[config.mk]
export PLATFORM = sky130hd
export DESIGN_NAME = seg7_scan_driver
export DESIGN_NICKNAME = d
export VERILOG_FILES = /design/src/rtl/seg7_scan_driver.sv
export SDC_FILE = /design/constraint.sdc
export NUM_CORES = 1
export LEC_CHECK = 0
export CAP_MARGIN = 20
export CORE_AREA = 3 3 134 123
export CTS_CLUSTER_SIZE = 20
export DETAILED_ROUTE_END_ITERATION = 8
export DIE_AREA = 0 0 137 126
export HOLD_SLACK_MARGIN = 0.1
export SKIP_LAST_GASP = 1
export SLEW_MARGIN = 25
export SYNTH_ARGS = -nofsm -noshare
export SYNTH_HDL_FRONTEND = slang
export SYNTH_SLANG_ARGS = --single-unit
[constraint.sdc]
create_clock -name clk_100MHz -period 5.8 [get_ports clk_100MHz]
set_clock_uncertainty 0.2 [all_clocks]
set_input_delay 1.16 -clock clk_100MHz [delete_from_list [all_inputs] [get_ports clk_100MHz]]
set_output_delay 1.16 -clock clk_100MHz [all_outputs]
set_load 0.05 [all_outputs]
[src/rtl/seg7_scan_driver.sv]
`default_nettype none
// ============================================================================
// Module   : seg7_scan_driver
// Purpose  : Binary-to-BCD (double dabble) converter feeding a multiplexed,
//            active-low seven-segment scan driver. Optional leading-zero
//            blanking is enabled with macro SEG7_LZ_BLANK_EN.
// Revision : 1.0 - initial release
// ============================================================================
module seg7_scan_driver #(
    parameter int NUM_DIGITS     = 8,
    parameter int DATA_W         = 16,
    parameter int REFRESH_CYCLES = 100_000
) (
    input  logic                  clk_100MHz,
    input  logic                  reset,
    input  logic                  load,
    input  logic [DATA_W-1:0]     value,
    input  logic [NUM_DIGITS-1:0] dp_mask,
    output logic [6:0]            seg,
    output logic                  dp,
    output logic [NUM_DIGITS-1:0] an,
    output logic                  busy
);

    localparam int c_BCD_W = 4 * NUM_DIGITS;
    localparam int c_CNT_W = $clog2(DATA_W);
    localparam int c_REF_W = (REFRESH_CYCLES > 1) ? $clog2(REFRESH_CYCLES) : 1;
    localparam int c_IDX_W = (NUM_DIGITS > 1) ? $clog2(NUM_DIGITS) : 1;

    localparam logic [31:0]        c_LIMIT    = 32'(10 ** NUM_DIGITS);
    localparam logic [c_CNT_W-1:0] c_CNT_LAST = c_CNT_W'(DATA_W - 1);
    localparam logic [c_REF_W-1:0] c_REF_LAST = c_REF_W'(REFRESH_CYCLES - 1);
    localparam logic [c_IDX_W-1:0] c_IDX_LAST = c_IDX_W'(NUM_DIGITS - 1);

    localparam logic [6:0] c_SEG_DASH  = 7'b111_1110;
    localparam logic [6:0] c_SEG_BLANK = 7'b111_1111;

    localparam logic [0:0] c_IDLE = 1'b0;
    localparam logic [0:0] c_CONV = 1'b1;

    logic [0:0]            r_state;
    logic [0:0]            w_state_next;
    logic                  w_start;
    logic                  w_done;

    logic [c_CNT_W-1:0]    r_cnt;
    logic [DATA_W-1:0]     r_shift;
    logic [c_BCD_W-1:0]    r_bcd;
    logic [c_BCD_W-1:0]    w_bcd_adj;
    logic [c_BCD_W-1:0]    w_bcd_next;
    logic [NUM_DIGITS-1:0] r_cap_dp;
    logic                  r_cap_ovf;

    logic [c_BCD_W-1:0]    r_disp_bcd;
    logic [NUM_DIGITS-1:0] r_disp_dp;
    logic                  r_disp_ovf;

    logic [c_REF_W-1:0]    r_refresh;
    logic [c_IDX_W-1:0]    r_digit;

    logic [3:0]            w_nibble;
    logic [6:0]            w_digit_seg;
    logic                  w_blank;
    logic [6:0]            w_seg;
    logic                  w_dp;
    logic [NUM_DIGITS-1:0] w_an;

    // ------------------------------------------------------------------------
    // Conversion control
    // ------------------------------------------------------------------------
    always_ff @(posedge clk_100MHz) begin
        if (reset) begin
            r_state <= c_IDLE;
        end else begin
            r_state <= w_state_next;
        end
    end

    always_comb begin
        w_state_next = r_state;
        w_start      = 1'b0;
        w_done       = 1'b0;
        case (r_state)
            c_IDLE: begin
                if (load) begin
                    w_start      = 1'b1;
                    w_state_next = c_CONV;
                end
            end
            c_CONV: begin
                if (r_cnt == c_CNT_LAST) begin
                    w_done       = 1'b1;
                    w_state_next = c_IDLE;
                end
            end
            default: w_state_next = c_IDLE;
        endcase
    end

    assign busy = (r_state == c_CONV);

    // ------------------------------------------------------------------------
    // Double dabble datapath: add 3 to every digit >= 5, then shift in one bit
    // ------------------------------------------------------------------------
    always_comb begin
        w_bcd_adj = r_bcd;
        for (int i = 0; i < NUM_DIGITS; i++) begin
            if (r_bcd[4*i +: 4] >= 4'd5) begin
                w_bcd_adj[4*i +: 4] = r_bcd[4*i +: 4] + 4'd3;
            end
        end
        w_bcd_next = {w_bcd_adj[c_BCD_W-2:0], r_shift[DATA_W-1]};
    end

    // Overflow is decided on the captured operand, so the truncated BCD
    // register never has to hold digits beyond NUM_DIGITS.
    always_ff @(posedge clk_100MHz) begin
        if (reset) begin
            r_cnt      <= '0;
            r_shift    <= '0;
            r_bcd      <= '0;
            r_cap_dp   <= '0;
            r_cap_ovf  <= 1'b0;
            r_disp_bcd <= '0;
            r_disp_dp  <= '0;
            r_disp_ovf <= 1'b0;
        end else if (w_start) begin
            r_cnt     <= '0;
            r_shift   <= value;
            r_bcd     <= '0;
            r_cap_dp  <= dp_mask;
            r_cap_ovf <= (32'(value) >= c_LIMIT);
        end else if (busy) begin
            r_cnt   <= r_cnt + c_CNT_W'(1);
            r_shift <= {r_shift[DATA_W-2:0], 1'b0};
            r_bcd   <= w_bcd_next;
            if (w_done) begin
                r_disp_bcd <= w_bcd_next;
                r_disp_dp  <= r_cap_dp;
                r_disp_ovf <= r_cap_ovf;
            end
        end
    end

    // ------------------------------------------------------------------------
    // Free-running digit scan
    // ------------------------------------------------------------------------
    always_ff @(posedge clk_100MHz) begin
        if (reset) begin
            r_refresh <= '0;
            r_digit   <= '0;
        end else if (r_refresh == c_REF_LAST) begin
            r_refresh <= '0;
            r_digit   <= (r_digit == c_IDX_LAST) ? '0 : r_digit + c_IDX_W'(1);
        end else begin
            r_refresh <= r_refresh + c_REF_W'(1);
        end
    end

`ifdef SEG7_LZ_BLANK_EN
    logic [NUM_DIGITS-1:0] w_upper_nz;

    for (genvar i = 0; i < NUM_DIGITS; i++) begin : g_lz
        assign w_upper_nz[i] = |r_disp_bcd[c_BCD_W-1:4*i];
    end

    // Digit 0 is never blanked so a zero value still shows one "0".
    assign w_blank = (r_digit != '0) && !w_upper_nz[r_digit];
`else
    assign w_blank = 1'b0;
`endif

    // ------------------------------------------------------------------------
    // Output decode
    // ------------------------------------------------------------------------
    always_comb begin
        w_nibble = r_disp_bcd[4*int'(r_digit) +: 4];
        w_an     = '1;
        w_an[r_digit] = 1'b0;

        case (w_nibble)
            4'd0:    w_digit_seg = 7'b000_0001;
            4'd1:    w_digit_seg = 7'b100_1111;
            4'd2:    w_digit_seg = 7'b001_0010;
            4'd3:    w_digit_seg = 7'b000_0110;
            4'd4:    w_digit_seg = 7'b100_1100;
            4'd5:    w_digit_seg = 7'b010_0100;
            4'd6:    w_digit_seg = 7'b010_0000;
            4'd7:    w_digit_seg = 7'b000_1111;
            4'd8:    w_digit_seg = 7'b000_0000;
            4'd9:    w_digit_seg = 7'b000_0100;
            default: w_digit_seg = c_SEG_DASH;
        endcase

        if (r_disp_ovf) begin
            w_seg = c_SEG_DASH;
            w_dp  = 1'b1;
        end else if (w_blank) begin
            w_seg = c_SEG_BLANK;
            w_dp  = 1'b1;
        end else begin
            w_seg = w_digit_seg;
            w_dp  = ~r_disp_dp[r_digit];
        end
    end

    assign seg = w_seg;
    assign dp  = w_dp;
    assign an  = w_an;

endmodule
`default_nettype wire

==> summary.txt <==
STA
  • Period utilization: 88.5%
  • Final hold vios: 0
  • Slew HR: 38.0%
  • Clock period minus worst slack: 5130 ps
  • Fmax: between 0.15 and 0.2 GHz
  • Final setup fails: 0
  • Worst-margin pin slew: 929 ps
  • Final setup TNS: 0 ps
  • RSZ-0062 raised after global routing: false
  • Fin. max-slew vios: 0

Finish
  • Non-filler cells, final: approximately 950
  • Post-route cell area: between 0.007 and 0.008 mm²
  • Nets@finish: 790
  • Synth-to-layout area growth: 20.5%
  • Antenna diodes: 0
  • Layout cells sized above 1: 6.29%
  • Layout Utilization: ~46%

Setup path
  • CP arrival: 3770 ps
  • Crit-path max FO: 16
  • CP endpoint kind: output pin
  • Most frequent CP cell: a221o_1
  • FF-to-FF Start: busy
  • Crit-path max cell delay: 820 ps
  • Critical-path cell list: clkinv_1, a221o_1, a221o_1, inv_1, ha_1, nand2_1, o21ai_0, a21oi_1, clkdlybuf4s50_1
  • Setup Crit Path Kind: flop to output pin
  • Critical path origin: r_digit[1]
  • WP data required: 4440 ps
  • Crit start category: flop
  • Master of the slowest instance on the critical path: clkdlybuf4s50_1

Routing
  • Drt total wl: approximately 13,000 µm
  • Via count: about 4,800
  • Top layer used by detailed routing: met4
  • Met3 routed WL: between 600 and 700 µm
  • Drt drc: 0
  • First-pass detailed-route iteration total: 4
  • Routed length on met1: 6360 µm
  • Wire length on met2: around 5600 µm
  • DRT iter0 DRCs: 314
  • DR WL/cell: 13.4 µm
  • Antenna-violating nets left: 0
  • Via density: approximately 5.0

Die
  • CORE AREA: 0.0153 mm²
  • Chip width: 137 µm
  • Die H: 126 µm
  • Initial Utilization: 38.5%
  • Die area: between 0.015 and 0.02 mm²
  • Row count: 43
  • I/O Pins: 44

GRT
  • Global-route wire length before repair: 21,800 µm
  • Grt ovf: 0
  • GRT Util Overall: 15.5%
  • Largest net degree at the start of global routing: just under 90
  • Number of global-route vias before repair: around 4,600
  • Initial antenna violation count: 0

Placed design
  • Number of buffers added on ports: 43
  • Area after DPL: ~0.0064 mm²
  • Hpwl dp: 8550 µm
  • Cells after DPL: between 900 and 1,000
  • Routability cong.: around 0.84

Synth
  • Avg Inst Size Synth: 8.32 µm²
  • Synth cell types: 42
  • Largest cells by area after synthesis: dfxtp_1 (41%), mux2i_1 (8.7%), a21oi_1 (7.6%), nor2_1 (6.7%), nand2_1 (6.0%)
  • Async SR Flop Fraction: 0%
  • Synth top area share: 41.1%
  • Sequential share of the synthesized area: 41.1%
  • Post-synth top flop: dfxtp_1
  • Yosys reg bits: 121
  • Syn Nets: 762
  • Post-Syn Area: 0.00589 mm²
  • Syn. warnings: 0
  • Most common cell in the netlist: dfxtp_1
  • Synth cell count leaders: dfxtp_1 (121), nor2_1 (105), nand2_1 (94)
  • EDFF count, synth: 0
  • Post-synthesis cell count: 708
  • Cell taking the most area after synthesis: dfxtp_1

CTS
  • # clock sinks: 121
  • Post-CTS Setup Bufs: 0
  • Root Buffer: clkbuf_16
  • H-Tree Depth: 4
  • Clock Tree Buf Depth: 2
  • Post_cts resized: 0
  • Clk slew on worst S/H paths: 50 ps
  • Hold_buf cts: 0
  • CTS buffer count: 17
  • TritonCTS clock tree: yes
  • Worst-Skew Late Latency: 410 ps

Hold path
  • HP Class: flop to flop
  • Hold_sp: r_refresh[0]

Power
  • PwrDens: 304 mW/mm²
  • Lkg Pwr: 0.00268 µW
  • VDD IR max: around 0.00020 V

Status
  • Outcome: complete, no violations

Flow run
  • Max-Cap Viols: 0
==> critical path: cells and delay by family, from the launching register on <==
| kind | cells | cell delay, ps |
|---|---|---|
| and+or+nand+nor | 1 | 80 |
| DFF | 1 | 650 |
| adders and majority gates | 1 | 240 |
| AOI/OAI and AO/OA | 4 | 1070 |
| buffers and inverters | 3 | 1340 |
==> metal layers <==
layer,vias to the layer above,track usage [%]
li1,2464,-
met1,2224,21.6
met2,86,23.2
met3,10,4.87
met4,0,3.76
met5,-,0
==> logic make-up (layout without fill, tap and decap cells) <==
logic type	count (synthesis)	in the layout	share of synthesized area [%]
AOI/OAI and AO/OA	141	141	13.7
buffers and inverters	65	104	4.63
and+or+nand+nor	271	271	20.4
DFF	121	121	41.1
xor gates and xnor gates	26	26	3.87
muxes	57	57	10.5
adders and majority gates	27	27	5.74
==> where the power goes <==
group          total (µW)  leakage (µW)  internal (µW)  switching (µW)
Combinational         115       0.00138           50.9            64.5
Sequential            860      0.000980            849            11.8
Clock                1180      0.000323            821             358
==> placed cells by master, fill, tap and decap left out, drive strengths merged, types with 3 or more instances in the layout <==
master,netlist,layout
o21ai,18,18
nand3,19,19
and3,5,5
a211oi,24,24
nand2b,15,15
ha,27,27
nand2,94,94
a221o,3,3
mux4,3,3
bufinv,0,6
dfxtp,121,121
nor2,105,105
inv,23,23
xnor2,12,12
nor3b,7,7
buf,10,8
mux2,3,3
clkinv,1,4
clkbuf,31,21
a21oi,90,90
or3,3,3
xor2,14,14
and4,4,4
nor3,6,6
mux2i,51,51
clkdlybuf4s50,0,42
nand4,6,6
==> state kept, by name (all words and copies together) (netlist names) <==
register    flops
r_disp_bcd     32
r_cap_dp        8
r_digit         3
r_cnt           4
r_shift        16
busy            1
r_refresh      17
r_disp_dp       8
r_bcd          32
==> worst paths after layout <==
path | to | slack [ps] | depth (start not counted)
setup reg to reg | r_disp_bcd[13] | 3340 | 5
hold / removal | r_refresh[0] | 240 | 1
setup / recovery | seg[3] | 670 | 9
hold reg to reg | r_refresh[0] | 240 | 1
==> metrics by stage <==
stage | hold slack [ps] | setup slack [ps] | power, µW
4_1_cts | 238 | 631 | 2180
2_1_floorplan | 213 | 1620 | 957
6_report | 240 | 668 | 2160
5_1_grt | 279 | 292 | 2230
3_3_place_gp | 226 | 1220 | 989
3_5_place_dp | 229 | 1090 | 994
==> layout make-up <==
class                      count  area (µm²)
timing repair buffer          50         478
clock buffer                  21         460
fill                        1502        8190
tap                          202         253
sequential                   121        2420
clock inverter                 9         195
multi-input combinational    522        3190
inverter                      24        90.1
Power figures use the tool's default switching activity.
